===== config.mk =====
export PLATFORM = sky130hd
export DESIGN_NAME = rx_symbol_detector_flat
export DESIGN_NICKNAME = d
export VERILOG_FILES = /design/src/rtl/rx_symbol_detector_pkg.sv /design/src/rtl/rx_symbol_detector_if.sv /design/src/rtl/rx_symbol_detector_byte_packer.sv /design/src/rtl/rx_symbol_detector.sv /design/src/flat_wrapper.sv
export SDC_FILE = /design/constraint.sdc
export NUM_CORES = 1
export LEC_CHECK = 0
export BUFFER_PORTS_ARGS = -buffer_cell sky130_fd_sc_hd__buf_2
export CAP_MARGIN = 20
export CELL_PAD_IN_SITES_DETAIL_PLACEMENT = 0
export CELL_PAD_IN_SITES_GLOBAL_PLACEMENT = 1
export CORE_UTILIZATION = 48
export CTS_CLUSTER_DIAMETER = 100
export CTS_CLUSTER_SIZE = 20
export DETAILED_ROUTE_END_ITERATION = 10
export GPL_ROUTABILITY_DRIVEN = 0
export PLACE_DENSITY_LB_ADDON = 0.1
export SLEW_MARGIN = 10
export SYNTH_ARGS = -nofsm -noshare
export SYNTH_HDL_FRONTEND = slang
export SYNTH_SLANG_ARGS = --single-unit

===== constraint.sdc =====
create_clock -name clk -period 3.45 [get_ports clk]
set_clock_uncertainty 0.15 [all_clocks]
set_input_delay 0.1725 -clock clk [delete_from_list [all_inputs] [get_ports clk]]
set_output_delay 0.1725 -clock clk [all_outputs]
set_load 0.05 [all_outputs]

===== src/rtl/rx_symbol_detector_pkg.sv =====
// Shared receiver definitions: FSM state encoding, datapath widths and the
// accumulator width helper used by the integrate-and-dump detector.
package rx_symbol_detector_pkg;

  localparam int SAMPLE_W   = 21;  // received sample width (unsigned)
  localparam int LOG2_SPS   = 3;   // log2 samples per symbol
  localparam int AMP_SHIFT  = 10;  // reference constant -> per-sample '1' amplitude
  localparam int NOISE_BIAS = 4;   // expected mean noise per sample
  localparam int ATTEN_W    = 5;   // attenuated reference constant width

  typedef enum logic [1:0] {
    IDLE      = 2'd0,
    INTEGRATE = 2'd1,
    DECIDE    = 2'd2
  } rx_state_e;

  // Summing 2**log2_sps samples of sample_w bits needs log2_sps extra bits,
  // so the accumulator can never overflow.
  function automatic int acc_width(input int sample_w, input int log2_sps);
    return sample_w + log2_sps;
  endfunction

endpackage


===== src/rtl/rx_symbol_detector_if.sv =====
// Receiver bus: sample stream + reference constant in, decided bits and
// packed bytes (valid/ready) out.
//   master : channel/decoder side (drives samples, byte_ready)
//   slave  : detector side (drives bits, bytes, overrun)
interface rx_symbol_detector_if #(
  parameter int SAMPLE_W = rx_symbol_detector_pkg::SAMPLE_W
);
  import rx_symbol_detector_pkg::*;

  logic [SAMPLE_W-1:0] rx_sample;
  logic                rx_valid;
  logic [ATTEN_W-1:0]  atten_const;
  logic [7:0]          byte_data;
  logic                byte_valid;
  logic                byte_ready;
  logic                bit_out;
  logic                bit_strobe;
  logic                overrun;

  modport master (
    output rx_sample, rx_valid, atten_const, byte_ready,
    input  byte_data, byte_valid, bit_out, bit_strobe, overrun
  );

  modport slave (
    input  rx_sample, rx_valid, atten_const, byte_ready,
    output byte_data, byte_valid, bit_out, bit_strobe, overrun
  );

endinterface


===== src/rtl/rx_symbol_detector_byte_packer.sv =====
// rx_byte_packer: packs decided bits LSB-first into bytes and holds each byte
// in an output register behind a valid/ready handshake.
//   clk, reset  : clock, synchronous active-high reset
//   bit_in      : decided bit, sampled when bit_strobe=1
//   bit_strobe  : one-cycle bit-decided enable
//   byte_ready  : downstream accepts when byte_valid && byte_ready
//   byte_data   : assembled byte
//   byte_valid  : byte_data valid, held until accepted
//   overrun     : sticky, a held byte was overwritten before acceptance
module rx_byte_packer (
  input  logic       clk,
  input  logic       reset,
  input  logic       bit_in,
  input  logic       bit_strobe,
  input  logic       byte_ready,
  output logic [7:0] byte_data,
  output logic       byte_valid,
  output logic       overrun
);

  logic [2:0] idx;
  logic [7:0] shreg;
  logic [7:0] merged;

  // Shift register with the incoming bit already placed, so the 8th bit can
  // be loaded into the output register on the same edge it is decided.
  always_comb begin
    merged      = shreg;
    merged[idx] = bit_in;
  end

  always_ff @(posedge clk) begin
    if (reset) begin
      idx        <= '0;
      shreg      <= '0;
      byte_data  <= '0;
      byte_valid <= 1'b0;
      overrun    <= 1'b0;
    end else begin
      if (byte_valid && byte_ready) byte_valid <= 1'b0;
      if (bit_strobe) begin
        shreg <= merged;
        idx   <= idx + 3'd1;
        if (idx == 3'd7) begin
          // A completing byte always wins over the clear above; the old byte
          // is only lost if nobody is accepting it this cycle.
          byte_data  <= merged;
          byte_valid <= 1'b1;
          if (byte_valid && !byte_ready) overrun <= 1'b1;
        end
      end
    end
  end

endmodule


===== src/rtl/rx_symbol_detector.sv =====
// rx_symbol_detector: integrate-and-dump OOK detector. Sums SPS valid samples
// per symbol, decides bit = sum > threshold (threshold latched from
// atten_const on the first sample of the symbol) and hands bits to the packer.
//   clk, reset : clock, synchronous active-high reset
//   bus        : slave side of rx_symbol_detector_if (samples, atten_const,
//                byte handshake, bit_out/bit_strobe, overrun)
module rx_symbol_detector #(
  parameter int SAMPLE_W   = rx_symbol_detector_pkg::SAMPLE_W,
  parameter int LOG2_SPS   = rx_symbol_detector_pkg::LOG2_SPS,
  parameter int AMP_SHIFT  = rx_symbol_detector_pkg::AMP_SHIFT,
  parameter int NOISE_BIAS = rx_symbol_detector_pkg::NOISE_BIAS
) (
  input logic                  clk,
  input logic                  reset,
  rx_symbol_detector_if.slave  bus
);
  import rx_symbol_detector_pkg::*;

  localparam int SPS   = 1 << LOG2_SPS;
  localparam int ACC_W = acc_width(SAMPLE_W, LOG2_SPS);
  localparam int CNT_W = LOG2_SPS + 1;

  rx_state_e        state, state_nxt;
  logic [ACC_W-1:0] acc, thr, thr_new;
  logic [CNT_W-1:0] cnt;
  logic             load_first, accumulate, decide, last_sample, bit_dec;
  logic             bit_out_q, bit_strobe_q;

  assign last_sample = (cnt == CNT_W'(SPS - 1));
  assign thr_new     = (ACC_W'(bus.atten_const) << (AMP_SHIFT + LOG2_SPS - 1))
                     + ACC_W'(NOISE_BIAS * SPS);
  assign bit_dec     = (acc > thr);  // equality decides 0

  // State register
  always_ff @(posedge clk) begin
    if (reset) state <= IDLE;
    else       state <= state_nxt;
  end

  // Next-state logic
  always_comb begin
    state_nxt = state;
    case (state)
      IDLE:      if (bus.rx_valid) state_nxt = INTEGRATE;
      INTEGRATE: if (bus.rx_valid && last_sample) state_nxt = DECIDE;
      DECIDE:    state_nxt = IDLE;
      default:   state_nxt = IDLE;
    endcase
  end

  // Control outputs; a sample offered during DECIDE matches none of them and
  // is dropped.
  always_comb begin
    load_first = 1'b0;
    accumulate = 1'b0;
    decide     = 1'b0;
    case (state)
      IDLE:      load_first = bus.rx_valid;
      INTEGRATE: accumulate = bus.rx_valid;
      DECIDE:    decide     = 1'b1;
      default:   ;
    endcase
  end

  // Datapath
  always_ff @(posedge clk) begin
    if (reset) begin
      acc          <= '0;
      thr          <= '0;
      cnt          <= '0;
      bit_out_q    <= 1'b0;
      bit_strobe_q <= 1'b0;
    end else begin
      bit_strobe_q <= decide;
      if (load_first) begin
        // First sample overwrites rather than adds, so nothing leaks between
        // symbols.
        acc <= ACC_W'(bus.rx_sample);
        thr <= thr_new;
        cnt <= CNT_W'(1);
      end else if (accumulate) begin
        acc <= acc + ACC_W'(bus.rx_sample);
        cnt <= cnt + CNT_W'(1);
      end else if (decide) begin
        acc       <= '0;
        cnt       <= '0;
        bit_out_q <= bit_dec;
      end
    end
  end

  assign bus.bit_out    = bit_out_q;
  assign bus.bit_strobe = bit_strobe_q;

  rx_byte_packer u_packer (
    .clk        (clk),
    .reset      (reset),
    .bit_in     (bit_dec),
    .bit_strobe (decide),
    .byte_ready (bus.byte_ready),
    .byte_data  (bus.byte_data),
    .byte_valid (bus.byte_valid),
    .overrun    (bus.overrun)
  );

endmodule


===== src/flat_wrapper.sv =====
// flat-port wrapper written by rule: the top's interface ports become plain ports
module rx_symbol_detector_flat import rx_symbol_detector_pkg::*;
#(
  parameter int SAMPLE_W   = rx_symbol_detector_pkg::SAMPLE_W,
  parameter int LOG2_SPS   = rx_symbol_detector_pkg::LOG2_SPS,
  parameter int AMP_SHIFT  = rx_symbol_detector_pkg::AMP_SHIFT,
  parameter int NOISE_BIAS = rx_symbol_detector_pkg::NOISE_BIAS
)
  (clk, reset, bus_rx_sample, bus_rx_valid, bus_atten_const, bus_byte_ready, bus_byte_data, bus_byte_valid, bus_bit_out, bus_bit_strobe, bus_overrun);
  rx_symbol_detector_if #(.SAMPLE_W(SAMPLE_W)) bus_i ();
  input logic clk;
  input logic reset;
  input wire logic [$bits(bus_i.rx_sample)-1:0] bus_rx_sample;
  input wire logic [$bits(bus_i.rx_valid)-1:0] bus_rx_valid;
  input wire logic [$bits(bus_i.atten_const)-1:0] bus_atten_const;
  input wire logic [$bits(bus_i.byte_ready)-1:0] bus_byte_ready;
  output wire logic [$bits(bus_i.byte_data)-1:0] bus_byte_data;
  output wire logic [$bits(bus_i.byte_valid)-1:0] bus_byte_valid;
  output wire logic [$bits(bus_i.bit_out)-1:0] bus_bit_out;
  output wire logic [$bits(bus_i.bit_strobe)-1:0] bus_bit_strobe;
  output wire logic [$bits(bus_i.overrun)-1:0] bus_overrun;
  assign bus_i.rx_sample = bus_rx_sample;
  assign bus_i.rx_valid = bus_rx_valid;
  assign bus_i.atten_const = bus_atten_const;
  assign bus_i.byte_ready = bus_byte_ready;
  assign bus_byte_data = bus_i.byte_data;
  assign bus_byte_valid = bus_i.byte_valid;
  assign bus_bit_out = bus_i.bit_out;
  assign bus_bit_strobe = bus_i.bit_strobe;
  assign bus_overrun = bus_i.overrun;
  rx_symbol_detector #(.SAMPLE_W(SAMPLE_W), .LOG2_SPS(LOG2_SPS), .AMP_SHIFT(AMP_SHIFT), .NOISE_BIAS(NOISE_BIAS)) u_core (.clk(clk), .reset(reset), .bus(bus_i));
endmodule

======== Yosys cells after proc, flatten, opt, wreduce, memory -nomap -nowiden ========
Index checks and enable logic that the tools add are counted.
word-level totals
  register bits ........................... 77
  input port bits ......................... 30
  output and inout bits ................... 12
  word-level logic and storage cells ...... 59
operators by class
  add/sub/neg operators ................... 4
  $lt $le $gt $ge ......................... 3
  equality and inequality tests ........... 6
  mux-type cells .......................... 18
  bitwise gates (word level) .............. 2
  reductions and logical operators ........ 13
operator list
  kind                                                                number
  2-to-1 mux 24 bit                                                   2
  adder 24 x 21 -> 24 bit                                             1
  > comparator 24 bit                                                 1
  2-to-1 mux 21 bit                                                   1
  adder 17 x 6 -> 18 bit (second input constant)                      1
  bitwise mux 8 bit                                                   1
  2-to-1 mux 1 bit                                                    8
  2-to-1 mux 4 bit                                                    2
  AND reduction 3 bit                                                 2
  adder 4 x 1 -> 4 bit (second input constant)                        1
  equality test 4 x 3 -> 1 bit (second input constant)                1
  logical AND 1 bit                                                   4
  < comparator 3 x 4 -> 1 bit (second input constant)                 1
  2-to-1 mux 2 bit                                                    2
  case mux 2 bit (2 select lines)                                     1
  AND reduction 2 bit                                                 2
  adder 3 x 1 -> 3 bit (second input constant)                        1
  demux 1 bit (select 3 bit)                                          1
  equality test 3 bit (second input constant)                         1
  greater-or-equal comparator 3 x 1 -> 1 bit (second input constant)  1
  nonzero test 3 bit                                                  1
  equality test 2 x 1 -> 1 bit (second input constant)                1
  equality test 2 bit (second input constant)                         1
  logical NOT 2 bit                                                   1
  6 further kinds                                                     7

======== Longest topological paths before layout ========
Gate-level depths: netlist of the first run.
  depth in word-level cells ............... 5
  depth in mapped cells ................... 9
  depth with buffers taken out ............ 8

======== Cells and area by module ========
Synthesis of the first run repeated with hierarchy kept, for this count alone.
unflattened totals
  cell total of the unflattened synthesis .. 498
  area total of the unflattened synthesis .. 4067.7 µm²
modules (own cells, without submodules)
  module              instances  cells an instance  area each (µm²)  seq. area each (µm²)
  rx_symbol_detector  1          398                3054.2           760.7
  rx_byte_packer      1          100                1013.5           420.4

======== Worst setup path before layout of the first run ========
No wires, ideal clock.
  kind .................................... reg-to-reg
  start ................................... reg u_core.acc[0]
  end ..................................... reg u_core.acc[12]
  setup time .............................. 114 ps
  arrival time ............................ 1939 ps
  data required time ...................... 3186 ps
  slack ................................... 1247 ps
  cell stages (with the launch flop) ...... 8
  path buffers ............................ 0
  clock period less this slack ............ 2203 ps
  path through ............................ dfxtp_1 > ha_1 > fa_1 > a211oi_2 > o211ai_2 > a31oi_2 > xor2_1 > a2111oi_0
between the ends
  word-level cells in the longest chain between the ends .. 3
RTL lines
  item                     line                      text
  start, declared          rx_symbol_detector.sv:24  logic [ACC_W-1:0] acc, thr, thr_new;
  start signal, assigned   rx_symbol_detector.sv:78  acc <= ACC_W'(bus.rx_sample);
  start signal, assigned   rx_symbol_detector.sv:82  acc <= acc + ACC_W'(bus.rx_sample);
  adder 24 x 21 -> 24 bit  rx_symbol_detector.sv:82
  2-to-1 mux 24 bit        rx_symbol_detector.sv:81  end else if (accumulate) begin
  2-to-1 mux 21 bit        rx_symbol_detector.sv:75  if (load_first) begin
Every way passes these cells.
A chain may end at the register's enable or synchronous reset.

======== Final worst setup path of the first run ========
  start ................................... reg u_core.acc[0]
  end ..................................... reg u_core.acc[14]
The elaborated chain is that of the path after synthesis.

==> impl_metrics.xml, run 1 <==
<?xml version="1.0" encoding="UTF-8"?>
<metrics>
  <group name="status">
    <metric name="result_of_the_run" unit="">finished clean</metric>
  </group>
  <group name="setup_path">
    <metric name="critical_path_required" unit="ns">3.60</metric>
    <metric name="peak_per_stage_delay_on_the_critical_path" unit="ns">0.44</metric>
    <metric name="critPathSlowestCell" unit="">sky130_fd_sc_hd__fa_1</metric>
    <metric name="worst_r2r_endpoint" unit="">u_core.acc[14]$_SDFFE_PP0P_</metric>
    <metric name="critical_path.endpoint_type" unit="">flop</metric>
    <metric name="rrSetupSlack" unit="ns">0.98</metric>
    <metric name="crit_family" unit="">compound AO/OA/AOI/OAI gates</metric>
    <metric name="rr_startpoint" unit="">u_core.acc[0]$_SDFFE_PP0P_</metric>
    <metric name="timing.setup.critical_path_class" unit="">reg -&gt; reg</metric>
    <metric name="timing.critical_path.cells" unit="">ha_1 -&gt; fa_1 -&gt; a211oi_2 -&gt; o21ai_1 -&gt; a22oi_1 -&gt; nand2b_1 -&gt; nor4b_1 -&gt; a211o_1</metric>
    <metric name="reg2regPathDepth" unit="">8</metric>
    <metric name="worstPathArrival" unit="ns">2.61</metric>
    <metric name="critical_path.startpoint_type" unit="">flop</metric>
    <metric name="critical_path.n_buffers_inverters" unit="">0</metric>
    <metric name="critical_path.max_fanout" unit="">4</metric>
  </group>
  <group name="route">
    <metric name="drt-total-wl" unit="mm">10.4</metric>
    <metric name="final_antenna_net_count" unit="">0</metric>
    <metric name="drt-initial-drc-count" unit="">181</metric>
    <metric name="drt_first_pass_iters" unit="">6</metric>
    <metric name="drt_drc_violations_left" unit="">0</metric>
    <metric name="vias_per_cell" unit="">5.91</metric>
    <metric name="dr_total_vias" unit="">3720</metric>
    <metric name="wl_per_cell" unit="um">16.6</metric>
  </group>
  <group name="job">
    <metric name="cap_violations" unit="">0</metric>
  </group>
  <group name="synth">
    <metric name="synth_top_cell_area_share" unit="%">30.3</metric>
    <metric name="ys_seq_area_share" unit="%">30.3</metric>
    <metric name="postSynth.asyncResetShare" unit="%">0</metric>
    <metric name="synthesis.nets" unit="">540</metric>
    <metric name="synth-seq-cells" unit="">59</metric>
    <metric name="synth-edff-count" unit="">0</metric>
    <metric name="synthFlopType" unit="">sky130_fd_sc_hd__dfxtp_1</metric>
    <metric name="syn_area_per_cell" unit="um2">8.13</metric>
    <metric name="postSynthCellCount" unit="">479</metric>
    <metric name="synth.lib_cells_used.distinct" unit="">60</metric>
    <metric name="synthesis.yosys.warnings" unit="">0</metric>
    <metric name="yosys.cell_count.top_type" unit="">sky130_fd_sc_hd__dfxtp_1</metric>
    <metric name="yosys-top-cells-count" unit="">sky130_fd_sc_hd__dfxtp_1, sky130_fd_sc_hd__nor2_1, sky130_fd_sc_hd__a21oi_1, sky130_fd_sc_hd__nand2_1, sky130_fd_sc_hd__ha_1</metric>
    <metric name="netlist.top_cell.by_area" unit="">sky130_fd_sc_hd__dfxtp_1</metric>
    <metric name="dominant_cells_by_area_after_synthesis" unit="">sky130_fd_sc_hd__dfxtp_1, sky130_fd_sc_hd__ha_1, sky130_fd_sc_hd__nor2_1</metric>
    <metric name="post_synth_instance_area" unit="um2">3890</metric>
  </group>
  <group name="grt">
    <metric name="first_global_vias" unit="">3511</metric>
    <metric name="grt_most_used_layer" unit="">met2</metric>
    <metric name="global_route.usage.total" unit="%">26.1</metric>
    <metric name="grt_overflow_total" unit="">0</metric>
    <metric name="grt_start_max_net_pins" unit="">40</metric>
    <metric name="groute.layer.met2.usage" unit="%">41.8</metric>
    <metric name="groute.layer.met3.usage" unit="%">3.57</metric>
    <metric name="global_routing_usage_on_met1" unit="%">35.8</metric>
    <metric name="grt_antenna_before_repair" unit="">0</metric>
    <metric name="grt_pass1_wl" unit="mm">17.4</metric>
  </group>
  <group name="layout">
    <metric name="fillers" unit="">761</metric>
    <metric name="postLayoutCellArea" unit="um2">4470</metric>
    <metric name="final_antenna_diode_count" unit="">0</metric>
    <metric name="syn2layout_area_growth" unit="%">14.8</metric>
    <metric name="layout-drive-gt1-share" unit="%">16.1</metric>
    <metric name="final_net_count" unit="">583</metric>
  </group>
  <group name="placement">
    <metric name="place.port_buffers" unit="">41</metric>
    <metric name="placedInstanceArea" unit="um2">4170</metric>
    <metric name="placement_setup_slack" unit="ns">1.02</metric>
    <metric name="post-dp-hpwl" unit="mm">7.46</metric>
  </group>
  <group name="floorplanning">
    <metric name="fp.dieH" unit="um">92.1</metric>
    <metric name="floorplan.io_pins" unit="">42</metric>
    <metric name="start_util" unit="%">50.1</metric>
    <metric name="die-area" unit="um2">8470</metric>
    <metric name="die_x" unit="um">92.1</metric>
    <metric name="core_area" unit="um2">7770</metric>
    <metric name="fp-row-count" unit="">32</metric>
  </group>
  <group name="timing">
    <metric name="report.final.slew_viol_count" unit="">0</metric>
    <metric name="rsz0062_at_grt" unit="">no</metric>
    <metric name="worst_pin_slew" unit="ns">0.804</metric>
    <metric name="hold_violations" unit="">0</metric>
    <metric name="final-setup-viol-count" unit="">0</metric>
    <metric name="slew_headroom" unit="%">46.2</metric>
    <metric name="fmax" unit="GHz">0.406</metric>
    <metric name="min_period_over_period" unit="%">71.5</metric>
    <metric name="finalCriticalPeriod" unit="ns">2.47</metric>
    <metric name="setup_slack" unit="ns">0.985</metric>
    <metric name="fin_tns_setup" unit="ns">0</metric>
  </group>
  <group name="hold_path">
    <metric name="min_delay_worst_endpoint" unit="">u_core.acc[18]$_SDFFE_PP0P_</metric>
    <metric name="worst_hold_startpoint" unit="">bus_rx_sample[18]</metric>
    <metric name="min_delay_path_depth" unit="">3</metric>
    <metric name="min_path_type" unit="">in -&gt; reg</metric>
  </group>
  <group name="clock_tree">
    <metric name="clock-sinks" unit="">59</metric>
    <metric name="path_clk_slew" unit="ns">0.08</metric>
    <metric name="insertion_delay_of_the_later_clocked_pin_in_the_worst_skew_pair" unit="ns">0.35</metric>
    <metric name="ctsLongestPathBuffers" unit="">2</metric>
    <metric name="post_cts.repair.setup_buffers" unit="">0</metric>
    <metric name="post_cts.resized_instances" unit="">0</metric>
    <metric name="hold_buffers" unit="">11</metric>
    <metric name="clock-root-buffer" unit="">sky130_fd_sc_hd__clkbuf_8</metric>
    <metric name="cts_tree" unit="">done</metric>
    <metric name="htree_levels" unit="">3</metric>
    <metric name="cts_made_buffers" unit="">9</metric>
  </group>
  <group name="pwr">
    <metric name="p_leak" unit="uW">0.00182</metric>
    <metric name="power_per_cell_area" unit="nW/um2">419</metric>
    <metric name="ir_drop" unit="mV">0.187</metric>
  </group>
</metrics>
[layout make-up]
class	count	area [um2]	area share [%]
multi-input cells	376	2530	56.7
flip-flops and latches	59	1180	26.4
repair buffers	59	368	8.23
clock buffers	11	141	3.16
well taps	102	128	2.86
inverters	17	63.8	1.43
clock inverters	5	52.6	1.18
[cell usage in the layout, fill, tap and decap left out, drive strengths merged, types with 7 or more instances in the layout]
cell type / count
a22oi: 13
nand4: 7
dfxtp: 59
buf: 48
nor4: 8
o22ai: 10
nor2: 57
a21o: 7
ha: 30
nand3: 10
a31oi: 7
a21oi: 38
clkbuf: 11
dlygate4sd3: 11
nand2: 36
mux2i: 15
xnor2: 12
a211oi: 8
nor3: 22
o21ai: 26
inv: 17
nand2b: 7
[kinds of logic (layout without fill, tap and decap cells)]
logic type,Yosys count,in the layout,synth area share [%]
and+or+nand+nor,169,169,21.3
xor gates and xnor gates,18,18,4.05
DFF,59,59,30.3
buffers and inverters,44,92,4.66
muxes,15,15,3.86
AOI/OAI and AO/OA,143,143,25.6
adders and majority gates,31,31,10.2
[worst min-delay path, stage by stage]
cell	delay (ns)
sky130_fd_sc_hd__buf_2	0.09
sky130_fd_sc_hd__a22oi_1	0.07
sky130_fd_sc_hd__o22ai_1	0.14
[layer usage]
layer	part of all wire (%)	wire, um
met1	47	4950
met2	47	4880
met3	4.1	430
met4	1.7	181
met5	0	0
[flip-flops by register name, summed over array words and instances (netlist names)]
register,cells
u_core.acc,24
u_core.bus.bit_out,1
u_core.bus.bit_strobe,1
u_core.cnt,4
u_core.state,2
u_core.thr,6
u_core.u_packer.byte_data,8
u_core.u_packer.byte_valid,1
u_core.u_packer.idx,3
u_core.u_packer.overrun,1
u_core.u_packer.shreg,8
[worst max-delay path by stage]
stage                                     from                          end  slack, ns  cells past startpoint
global route        u_core.acc[0]$_SDFFE_PP0P_  u_core.acc[14]$_SDFFE_PP0P_       0.83                      8
detailed placement  u_core.acc[0]$_SDFFE_PP0P_  u_core.acc[14]$_SDFFE_PP0P_       1.02                      8
global placement    u_core.acc[0]$_SDFFE_PP0P_  u_core.acc[12]$_SDFFE_PP0P_       1.08                      7
finish              u_core.acc[0]$_SDFFE_PP0P_  u_core.acc[14]$_SDFFE_PP0P_       0.98                      8
CTS                 u_core.acc[0]$_SDFFE_PP0P_  u_core.acc[14]$_SDFFE_PP0P_       0.99                      8
floorplan           u_core.acc[0]$_SDFFE_PP0P_  u_core.acc[12]$_SDFFE_PP0P_       1.25                      7
[per-stage QoR]
| step | hold WS, ns | std cells | total power (uW) | utilization [%] |
|---|---|---|---|---|
| finish | 0.0172 | 629 | 1870 | 57.5 |
| CTS | 0.00913 | 629 | 1880 | 57.5 |
| global placement | 0.257 | 602 | 1220 | 53.6 |
| floorplan | 0.170 | 479 | 1110 | - |
| global route | 0.0362 | 629 | 1980 | 57.5 |
| detailed placement | 0.266 | 602 | 1220 | 53.6 |
[power by group]
part | switching (uW) | internal [uW] | total [uW]
Sequential | 33.2 | 710 | 743
Clock | 297 | 350 | 647
Combinational | 282 | 202 | 484
Total | 612 | 1260 | 1870
No activity file was read; power rests on OpenSTA's default activity.
==> inputs of run 2 (changes only) <==
- CORE_UTILIZATION: 48 -> 44
- clock period: 3.45 -> 2.6 ns (I/O delays scaled with it)
==> run 2 against run 1 <==
Via count up 1.0%. Clock power up 65%. Sequential power up 32%. Wire length up 0.79%. Fmax up 1.7%. Total power up 45%. Cell count up 2.9%. Sequential share of layout area down 1.2 points.
==> impl_metrics.xml, run 2 (synthesized netlist as in run 1, its figures left out) <==
<?xml version="1.0" encoding="UTF-8"?>
<metrics>
  <group name="status">
    <metric name="result_of_the_run" unit="">finished clean</metric>
  </group>
  <group name="setup_path">
    <metric name="critical_path.endpoint_type" unit="">flop</metric>
    <metric name="timing.critical_path.cells" unit="">ha_1 -&gt; fa_1 -&gt; a211oi_2 -&gt; o21ai_1 -&gt; a22oi_1 -&gt; nand2b_1 -&gt; nor4b_1 -&gt; a211o_1</metric>
    <metric name="rr_startpoint" unit="">u_core.acc[0]$_SDFFE_PP0P_</metric>
    <metric name="worstSetupEndpoint" unit="">u_core.acc[14]$_SDFFE_PP0P_</metric>
    <metric name="rrSetupSlack" unit="ns">0.18</metric>
    <metric name="critical_path.n_buffers_inverters" unit="">0</metric>
    <metric name="worst_r2r_endpoint" unit="">u_core.acc[14]$_SDFFE_PP0P_</metric>
    <metric name="worstPathArrival" unit="ns">2.57</metric>
    <metric name="reg2regPathDepth" unit="">8</metric>
    <metric name="critical_path_required" unit="ns">2.75</metric>
    <metric name="cp_num_cells" unit="">8</metric>
    <metric name="critPathSlowestCell" unit="">sky130_fd_sc_hd__fa_1</metric>
    <metric name="critical_path.startpoint_type" unit="">flop</metric>
    <metric name="crit_start" unit="">u_core.acc[0]$_SDFFE_PP0P_</metric>
    <metric name="timing.setup.critical_path_class" unit="">reg -&gt; reg</metric>
    <metric name="critical_path.max_fanout" unit="">4</metric>
    <metric name="peak_per_stage_delay_on_the_critical_path" unit="ns">0.44</metric>
    <metric name="crit_family" unit="">compound AO/OA/AOI/OAI gates</metric>
  </group>
  <group name="route">
    <metric name="drt-total-wl" unit="mm">10.5</metric>
    <metric name="drt-initial-drc-count" unit="">160</metric>
    <metric name="wl_per_cell" unit="um">16.3</metric>
    <metric name="vias_per_cell" unit="">5.81</metric>
    <metric name="drt_drc_violations_left" unit="">0</metric>
    <metric name="final_antenna_net_count" unit="">0</metric>
    <metric name="drt_first_pass_iters" unit="">5</metric>
    <metric name="dr_total_vias" unit="">3759</metric>
  </group>
  <group name="layout">
    <metric name="final_antenna_diode_count" unit="">0</metric>
    <metric name="final_net_count" unit="">598</metric>
    <metric name="postLayoutCoreUtil" unit="%">55.8</metric>
    <metric name="layout-drive-gt1-share" unit="%">17.3</metric>
    <metric name="post_layout_nonfiller_instances" unit="">647</metric>
    <metric name="top_regs" unit="">u_core.acc (24), u_core.u_packer.byte_data (8), u_core.u_packer.shreg (8)</metric>
    <metric name="largest_register_ffs" unit="">24</metric>
    <metric name="layout_common_cells" unit="">sky130_fd_sc_hd__dfxtp_1, sky130_fd_sc_hd__nor2_1, sky130_fd_sc_hd__buf_2</metric>
    <metric name="most_frequent_standard_cell_in_the_layout_excluding_fill_and_tap_cells" unit="">sky130_fd_sc_hd__dfxtp_1</metric>
    <metric name="syn2layout_area_growth" unit="%">20.2</metric>
    <metric name="top_register" unit="">u_core.acc</metric>
  </group>
  <group name="grt">
    <metric name="grt_pass1_wl" unit="mm">17.0</metric>
    <metric name="global_route.usage.total" unit="%">24.3</metric>
    <metric name="grt_start_max_net_pins" unit="">39</metric>
    <metric name="first_global_vias" unit="">3491</metric>
    <metric name="grt_overflow_total" unit="">0</metric>
    <metric name="grt_antenna_before_repair" unit="">0</metric>
  </group>
  <group name="placement">
    <metric name="placed_cells" unit="">612</metric>
    <metric name="place.port_buffers" unit="">41</metric>
    <metric name="placement_setup_slack" unit="ns">0.0996</metric>
    <metric name="post-dp-hpwl" unit="mm">7.80</metric>
  </group>
  <group name="timing">
    <metric name="final-setup-viol-count" unit="">0</metric>
    <metric name="hold_violations" unit="">0</metric>
    <metric name="report.final.slew_viol_count" unit="">0</metric>
    <metric name="fin_tns_setup" unit="ns">0</metric>
    <metric name="min_period_over_period" unit="%">93.2</metric>
    <metric name="slew_headroom" unit="%">46.2</metric>
    <metric name="setup_slack" unit="ns">0.176</metric>
    <metric name="worst_pin_slew" unit="ns">0.806</metric>
    <metric name="fmax" unit="GHz">0.412</metric>
    <metric name="rsz0062_at_grt" unit="">no</metric>
    <metric name="finalCriticalPeriod" unit="ns">2.42</metric>
  </group>
  <group name="clock_tree">
    <metric name="post_cts.repair.setup_buffers" unit="">0</metric>
    <metric name="clock-root-buffer" unit="">sky130_fd_sc_hd__clkbuf_8</metric>
    <metric name="htree_levels" unit="">3</metric>
    <metric name="cts_tree" unit="">done</metric>
    <metric name="ctsLongestPathBuffers" unit="">2</metric>
    <metric name="cts_made_buffers" unit="">9</metric>
    <metric name="clock-sinks" unit="">59</metric>
    <metric name="path_clk_slew" unit="ns">0.08</metric>
    <metric name="insertion_delay_of_the_later_clocked_pin_in_the_worst_skew_pair" unit="ns">0.35</metric>
  </group>
  <group name="floorplanning">
    <metric name="die_x" unit="um">96.1</metric>
    <metric name="fp.dieH" unit="um">96.1</metric>
    <metric name="fp-row-count" unit="">33</metric>
    <metric name="floorplan.io_pins" unit="">42</metric>
    <metric name="core_area" unit="um2">8380</metric>
    <metric name="die-area" unit="um2">9230</metric>
    <metric name="start_util" unit="%">46.4</metric>
  </group>
  <group name="job">
    <metric name="cap_violations" unit="">0</metric>
  </group>
  <group name="hold_path">
    <metric name="min_path_type" unit="">in -&gt; reg</metric>
  </group>
  <group name="pwr">
    <metric name="p_leak" unit="uW">0.00192</metric>
    <metric name="ir_drop" unit="mV">0.302</metric>
    <metric name="power_per_cell_area" unit="nW/um2">582</metric>
  </group>
</metrics>
-- run 2: changes by cell type in the layout (fill, tap and decap cells not counted), sizes merged --
cell and delta:
dlygate4sd3 +8, buf +7, bufinv +2, clkinv -2, clkbuf -1, inv +1
-- run 2: area by class of cell --
cell class	count	area [um2]
clock buffers	10	138
clock inverters	6	111
fillers	822	3700
inverters	17	63.8
multi-input cells	376	2550
flip-flops and latches	59	1180
well taps	105	131
repair buffers	74	500
-- run 2: where the power goes --
part	switching, uW	internal (uW)	leakage (uW)	total, uW
Combinational	383	282	0.00131	666
Sequential	40.3	942	0.000481	982
Clock	407	665	0.000123	1070
-- run 2: worst min-delay path, cell delays in order --
cell,delay (ns)
sky130_fd_sc_hd__buf_2,0.13
sky130_fd_sc_hd__a21oi_1,0.14
sky130_fd_sc_hd__a2111oi_1,0.08
-- run 2: repair_timing --
item	in CTS	in global routing
hold buffers	19	0
setup endpoints to repair	0	2
endpoints found under the hold margin	19	0
gates resized for setup	0	3
-- run 2: stage by stage --
step / instance area [um2] / hold slack (ns) / power [uW]
2_1_floorplan: 3890 / 0.127 / 1470
3_3_place_gp: 4220 / 0.215 / 1630
3_5_place_dp: 4220 / 0.225 / 1630
4_1_cts: 4660 / 0.0249 / 2730
5_1_grt: 4680 / 0.0385 / 2850
6_report: 4680 / 0.0337 / 2720
-- run 2: worst min path at each step --
stage | from | to | slack, ns | cells past startpoint
finish | bus_rx_sample[12] | u_core.acc[12]$_SDFFE_PP0P_ | 0.03 | 3
global route | bus_rx_sample[12] | u_core.acc[12]$_SDFFE_PP0P_ | 0.04 | 3
CTS | bus_rx_sample[12] | u_core.acc[12]$_SDFFE_PP0P_ | 0.02 | 3
detailed placement | bus_atten_const[1] | u_core.thr[13]$_SDFFE_PP0P_ | 0.23 | 3
global placement | bus_atten_const[3] | u_core.thr[15]$_SDFFE_PP0P_ | 0.21 | 3
floorplan | bus_atten_const[0] | u_core.thr[12]$_SDFFE_PP0P_ | 0.13 | 2
-- run 2: metal layers --
layer	global-route usage, %	part of all wire, %	vias to the layer above
li1	-	-	1887
met1	31.0	46	1784
met2	40.4	48	79
met3	6.64	5.2	9
met4	5.97	1.0	0
met5	0	0	-
